**src/rtl/serial_adder_n_pkg.sv**
```systemverilog
// Shared definitions for the bit-serial arithmetic blocks.
package serial_adder_n_pkg;

  typedef enum logic [1:0] {
    IDLE = 2'd0,
    RUN  = 2'd1,
    DONE = 2'd2
  } state_t;

endpackage

```
**src/rtl/serial_adder_n_fa_bit.sv**
```systemverilog
// Combinational single-bit full adder cell.
module fa_bit (
  input  logic a,
  input  logic b,
  input  logic c_in,
  output logic sum,
  output logic carry_out
);

  // Sum and carry of three input bits
  always_comb begin
    sum       = a ^ b ^ c_in;
    carry_out = (a & b) | (a & c_in) | (b & c_in);
  end

endmodule

```
**src/rtl/serial_adder_n.sv**
```systemverilog
// Bit-serial N-bit adder/subtractor: one full-adder cell plus a carry flop,
// one operand bit per clock, LSB first, with a start/done handshake.
module serial_adder_n
  import serial_adder_n_pkg::*;
#(
  parameter int unsigned WIDTH = 4
) (
  input  logic             clk,
  input  logic             reset,
  input  logic             start,
  input  logic             sub,
  input  logic [WIDTH-1:0] a,
  input  logic [WIDTH-1:0] b,
  output logic             busy,
  output logic             done,
  output logic [WIDTH-1:0] sum,
  output logic             cout,
  output logic             ovf
);

  localparam int unsigned CNT_W = $clog2(WIDTH);
  localparam logic [CNT_W-1:0] LAST = CNT_W'(WIDTH - 1);

  state_t           state;
  state_t           state_next;
  logic             accept;
  logic             last;
  logic [CNT_W-1:0] cnt;
  logic [WIDTH-1:0] a_reg;
  logic [WIDTH-1:0] b_reg;
  logic [WIDTH-1:0] sum_reg;
  logic             carry;
  logic             fa_sum;
  logic             fa_carry;

  fa_bit u_fa (
    .a         (a_reg[0]),
    .b         (b_reg[0]),
    .c_in      (carry),
    .sum       (fa_sum),
    .carry_out (fa_carry)
  );

  assign sum = sum_reg;

  // State register
  always_ff @(posedge clk or posedge reset) begin
    if (reset) state <= IDLE;
    else       state <= state_next;
  end

  // Next-state decode plus accept/last-bit strobes for the datapath
  always_comb begin
    state_next = state;
    accept     = 1'b0;
    last       = 1'b0;
    case (state)
      IDLE, DONE: begin
        if (start) begin
          accept     = 1'b1;
          state_next = RUN;
        end else begin
          state_next = IDLE;
        end
      end
      RUN: begin
        if (cnt == LAST) begin
          last       = 1'b1;
          state_next = DONE;
        end
      end
      default: state_next = IDLE;
    endcase
  end

  // Operand/result shift registers, carry flop, bit counter and status flags
  always_ff @(posedge clk or posedge reset) begin
    if (reset) begin
      a_reg   <= '0;
      b_reg   <= '0;
      sum_reg <= '0;
      carry   <= 1'b0;
      cnt     <= '0;
      busy    <= 1'b0;
      done    <= 1'b0;
      cout    <= 1'b0;
      ovf     <= 1'b0;
    end else if (accept) begin
      // Subtraction folds into addition: a + ~b + 1, the +1 seeded as carry-in
      a_reg <= a;
      b_reg <= sub ? ~b : b;
      carry <= sub;
      cnt   <= '0;
      busy  <= 1'b1;
      done  <= 1'b0;
    end else if (state == RUN) begin
      sum_reg <= {fa_sum, sum_reg[WIDTH-1:1]};
      a_reg   <= a_reg >> 1;
      b_reg   <= b_reg >> 1;
      carry   <= fa_carry;
      cnt     <= cnt + 1'b1;
      if (last) begin
        // carry still holds the carry into the MSB on this edge
        cout <= fa_carry;
        ovf  <= carry ^ fa_carry;
        busy <= 1'b0;
        done <= 1'b1;
      end
    end else begin
      done <= 1'b0;
    end
  end

endmodule

```
**config.mk**
```make
export PLATFORM = sky130hd
export DESIGN_NAME = serial_adder_n
export DESIGN_NICKNAME = d
export VERILOG_FILES = /design/src/rtl/serial_adder_n_pkg.sv /design/src/rtl/serial_adder_n_fa_bit.sv /design/src/rtl/serial_adder_n.sv
export SDC_FILE = /design/constraint.sdc
export NUM_CORES = 1
export LEC_CHECK = 0
export ABC_AREA = 1
export CORE_ASPECT_RATIO = 2
export CORE_MARGIN = 2
export CORE_UTILIZATION = 28
export CTS_CLUSTER_DIAMETER = 100
export DETAILED_ROUTE_END_ITERATION = 6
export GPL_ROUTABILITY_DRIVEN = 1
export MAX_ROUTING_LAYER = met4
export PLACE_DENSITY_LB_ADDON = 0.2
export SETUP_SLACK_MARGIN = 0.15
export SLEW_MARGIN = 30
export SYNTH_ARGS = -nofsm -noshare
export SYNTH_HDL_FRONTEND = slang
export SYNTH_SLANG_ARGS = --single-unit
```
**constraint.sdc**
```tcl
create_clock -name clk -period 1.3 [get_ports clk]
set_clock_uncertainty 0.1 [all_clocks]
set_input_delay 0.26 -clock clk [delete_from_list [all_inputs] [get_ports clk]]
set_output_delay 0.26 -clock clk [all_outputs]
set_load 0.05 [all_outputs]
```
* After elaboration in Yosys (flattened, before gate mapping)
Index checks and enable logic that the tools add are counted.
** Cells by class
- Reduce and logical (&&, ||, !) cells :: 7
- Div/mod/pow operators :: 0
- Order comparisons :: 0
- Add/sub/neg operators :: 1
- Multipliers :: 0
- Mux-type cells :: 22
- Bitwise logic cells :: 10
- Equality and inequality tests :: 5
- Shift-type cells :: 0
** Operators with widths (number)
- two-way mux 4 bit :: 5
- two-way mux 1 bit :: 13
- two-way mux 2 bit :: 3
- equality test 2 bit, second input constant :: 2
- NOT 4 bit :: 1
- case mux 2 bit (2 select lines) :: 1
- AND reduction 2 bit :: 2
- nonzero test 2 bit :: 2
- bitwise AND 1 bit :: 3
- inequality test 3 bit, second input constant :: 1
- AND reduction 3 bit :: 1
- XOR 1 bit :: 3
- adder 2 x 1 -> 2 bit, second input constant :: 1
- equality test 2 x 1 -> 1 bit, second input constant :: 1
- logical NOT 2 bit :: 1
- inequality test 2 bit, second input constant :: 1
- OR 1 bit :: 2
- OR reduction 2 bit :: 1
- NOT 1 bit :: 1
** Storage, ports and cells
- Output and inout bits :: 8
- Register bits after elaboration :: 21
- Input port bits :: 12
- Memories kept :: 0
- Bits in writable memories :: 0
- ROM bits :: 0
- Bits in latches :: 0

* Depth between registers and ports, before layout
- Depth after elaboration :: 6
- Depth in mapped cells :: 7
- Gate-level depth less buffers :: 6

* Modules after synthesis
From an unflattened synthesis, not the netlist that was laid out.
** Unflattened totals
- Cell total of the unflattened synthesis :: 119
- Area total of the unflattened synthesis :: 953.4 um2
** By module, submodules not included
- serial_adder_n :: seq. area each 525.5 um2, cells an instance 118, area each 933.4 um2, instances 1
- fa_bit :: seq. area each 0.0 um2, cells an instance 1, area each 20.0 um2, instances 1

* Least setup slack after synthesis
No wires, ideal clock.
- Path kind :: reg2reg
- Start point :: reg carry
- End point :: reg carry
- Slack :: 0.006 ns
- Clock period less this slack :: 1.294 ns
- Arrival :: 1.077 ns
- Stages on the path, launching flop included :: 6
- Data required time :: 1.083 ns
- Cells stage by stage :: dfrtp_1 fa_1 inv_1 nand2_1 nand3_1 nand2_1
** On the way
- Longest elaborated chain between the ends :: 5
** RTL lines
- start, declared :: line serial_adder_n.sv:32 : logic carry;
- start signal, assigned :: line serial_adder_n.sv:92 : carry <= sub;
- start signal, assigned :: line serial_adder_n.sv:100 : carry <= fa_carry;
- bitwise AND 1 bit :: line serial_adder_n_fa_bit.sv:13 : carry_out = (a & b) | (a & c_in) | (b & c_in);
- OR 1 bit :: line serial_adder_n_fa_bit.sv:13
- OR 1 bit (*) :: line serial_adder_n_fa_bit.sv:13
- named net fa_carry :: line serial_adder_n.sv:34 : logic fa_carry;
- two-way mux 1 bit (*) :: line serial_adder_n.sv:96 : end else if (state == RUN) begin
- two-way mux 1 bit (*) :: line serial_adder_n.sv:88 : end else if (accept) begin
Mark *: on every way through the listed nets, which the timed path passes. The rest lies on a longest branch. The select of a mux whose other input is x is not followed.
A chain may end at the register's enable or synchronous reset.

* Final worst setup path
- Start point :: reg a_reg[0]
- End point :: reg carry
** On the way
- Longest elaborated chain between the ends :: 5
** RTL lines
- start, declared :: line serial_adder_n.sv:29 : logic [WIDTH-1:0] a_reg;
- start signal, assigned :: line serial_adder_n.sv:98 : a_reg <= a_reg >> 1;
- bitwise AND 1 bit :: line serial_adder_n_fa_bit.sv:13
- OR 1 bit (*) (2 in series) :: line serial_adder_n_fa_bit.sv:13
- named net fa_carry :: line serial_adder_n.sv:34
- two-way mux 1 bit (*) :: line serial_adder_n.sv:96
- two-way mux 1 bit (*) :: line serial_adder_n.sv:88
Marked as above.

==> impl_results.md <==
* Syn_area_per_cell at 7.90 um2
* CP most frequent cell: nand2_1
* CTS Buffer Depth at 2
* Worst r2r src: a_reg[0]$_DFFE_PP0P_
* Worst Hold Class: in -> async
* Crit path launch type: flop
* Nets at 174
* Buf+Inv Stages, Crit Path at 1
* Die span in x at 45.3 um
* Critical path type: reg -> reg
* Vias in the first global route at 862
* Synth Cell Area at 956 um2
* Pre-CTS setup slack at -0.177 ns
* 1st-pass router iterations at 4
* Worst-Margin Slew at 0.186 ns
* WP depth at 5
* Net count after synthesis at 135
* Top cell type's share of synthesized area at 55.0%
* CTS tree: built
* Vias per cell at 4.41
* Hold WS at 0.211 ns
* Rel. slew slack at 87.6%
* Global-route wire length before repair at 3570 um
* Critical Path End: carry$_DFFE_PP0P_
* Largest net degree at the start of global routing at 22
* Sequential area share after synthesis at 55.0%
* DRC viols at 0
* Synth Warn # at 0
* Worst EP arrival at 1.31 ns
* Clock root buffer: clkbuf_8
* Util after Layout at 44.3%
* CP Launch Point: a_reg[0]$_DFFE_PP0P_
* Static leakage at 0.789 nW
* Mapped Cells at 121
* Netlist cell types at 13
* Layout cell share with drive strength beyond 1 at 23.9%
* Max FO, Critical Path at 2
* Slowest-stage cell, CP: dfrtp_1
* Worst path cell trace: fa_2 > inv_2 > nand2_1 > nand3_1 > nand2_1
* Max incr delay on CP at 0.43 ns
* Area Growth Syn to Fin at 54.8%
* Initial Util at 28.6%
* Status: completed
* Maxcap violations at 0
* Post-DR wirelength/cell at 10.7 um
* Worst R2R End: carry$_DFFE_PP0P_
* GP Congestion at 0.763
* DR vias at 842
* Peak supply drop at 0.000784 V
* Fillers at 332
* Sum of negative setup slack at 0 ns
* Core Area at 0.00334 mm2
* Critical path required time at 1.35 ns
* Routed wire length at 2040 um
* CP Capture Type: flop
* Register bit count reported by yosys at 21
* CTS buffer count at 3
* Cell taking the most area after synthesis: dfrtp_1
* Die area at 0.00393 mm2
* PnR worst setup slack at 0.0348 ns
* Hold buffer count at cts at 0
* Period Utilization, post-route at 97.3%
* Gr ovfl total at 0
* Reg-to-reg setup timing slack at 0.03 ns
* Finish-stage setup viols at 0
* Initial antenna violation count at 0
* Total track usage at 12.5%
* Input/output buffers at 19
* Area post-placement at 0.00133 mm2
* Cell area after layout at 0.00148 mm2
* PD cells at 2680 mW/mm2
* Final Hold Viols at 0
* Worst path top cell family by delay: flip-flops
* DRT iter0 DRCs at 9
* H-tree level count at 1
* Diode count at 0
* Clk pin slew, worst setup/hold paths at 0.08 ns
* Top cells by area, synth: dfrtp_1 55%, nand2_1 24%, inv_1 5.9%
* Max Fclk at 0.790 GHz
* Clock sinks at 21
* RSZ-0062 raised after global routing: true
* Rows at 30
* R2r worst-path depth at 5
* Tmin final at 1.27 ns
* Clock Latency Late Sink at 0.26 ns
* Final ANT Viol Nets at 0
* HPWL reported at the end of detailed placement at 1510 um
* Die Ht at 86.6 um
* Max-slew violation count at 0
* I/O pin count at 20
[layer usage]
| layer | wire, um | vias to the layer above | global-route usage, % | part of all wire [%] |
|---|---|---|---|---|
| met4 | 26 | 0 | 4.81 | 1.3 |
| met2 | 1110 | 12 | 22.3 | 54 |
| met3 | 42 | 2 | 1.88 | 2.1 |
| met5 | 0 | - | - | 0 |
| met1 | 858 | 391 | 13.0 | 42 |
| li1 | - | 437 | - | - |
[through the flow]
step / total power [mW] / instances
2_1_floorplan: 2.31 / 121
3_3_place_gp: 3.20 / 178
3_5_place_dp: 3.24 / 178
4_1_cts: 3.78 / 186
5_1_grt: 4.30 / 191
6_report: 3.97 / 191
[power breakdown]
part           switching, mW  internal [mW]
Combinational           1.19           1.14
Clock                  0.208          0.213
Sequential             0.256          0.963
Total                   1.65           2.32
[cells in the mapped netlist]
master    n
nand2_1  62
dfrtp_1  21
inv_1    15
o21ai_0   6
nor2_1    5
nand3_1   4
xnor2_1   2
a21oi_1   1
buf_4     1
fa_1      1
ha_1      1
inv_2     1
nand2_2   1
[area by class of cell]
cell class,instances,area [um2],area share (%)
clock buffer,3,41.3,2.79
clock inverter,1,5.00,0.338
inverter,16,62.6,4.23
multi-input combinational,83,388,26.2
sequential,21,526,35.5
tap,32,40.0,2.70
timing repair buffer,35,418,28.2
[worst reg2reg max path, stage by stage (launching register included)]
cell,delay [ns]
dfrtp_1,0.43
fa_2,0.41
inv_2,0.07
nand2_1,0.05
nand3_1,0.06
nand2_1,0.05
[cells in the final DEF, fill, tap and decap left out]
cell | Yosys | final
clkbuf_8 | 0 | 3
o21ai_0 | 6 | 5
xnor2_1 | 2 | 1
xnor2_2 | 0 | 1
clkinv_2 | 0 | 1
inv_1 | 15 | 13
inv_2 | 1 | 2
buf_4 | 1 | 13
nor2_1 | 5 | 4
a21oi_1 | 1 | 1
nand2_2 | 1 | 4
nand3_1 | 4 | 4
buf_12 | 0 | 10
buf_6 | 0 | 1
nand2_1 | 62 | 59
clkdlybuf4s50_1 | 0 | 10
ha_1 | 1 | 1
nor2_4 | 0 | 1
o21ai_1 | 0 | 1
dfrtp_1 | 21 | 21
fa_2 | 0 | 1
dlygate4sd2_1 | 0 | 1
inv_4 | 0 | 1
[logic make-up (layout without fill, tap and decap cells)]
logic type,count (synthesis),count (layout),synth area share (%)
compound gates,7,7,3.66
xor+xnor,2,2,1.83
fa+ha+maj,2,2,3.40
buf+inv,17,55,7.07
flops,21,21,55.0
simple gates,72,72,29.1
[timing repair]
item                       in CTS  in global routing
setup endpoints to repair      16                 23
buffers inserted                4                  5
cloned                          0                  0
pin swaps                       1                  0
resized for setup               2                  8
[worst min-delay path by stage]
stage / endpoint / slack (ns)
2_1_floorplan: a_reg[0]$_DFFE_PP0P_ / 0.14
3_3_place_gp: a_reg[3]$_DFFE_PP0P_ / 0.36
3_5_place_dp: a_reg[3]$_DFFE_PP0P_ / 0.36
4_1_cts: sum[2]$_DFFE_PP0P_ / 0.22
5_1_grt: sum[2]$_DFFE_PP0P_ / 0.22
6_report: sum[2]$_DFFE_PP0P_ / 0.21
Power figures use the tool's default switching activity.
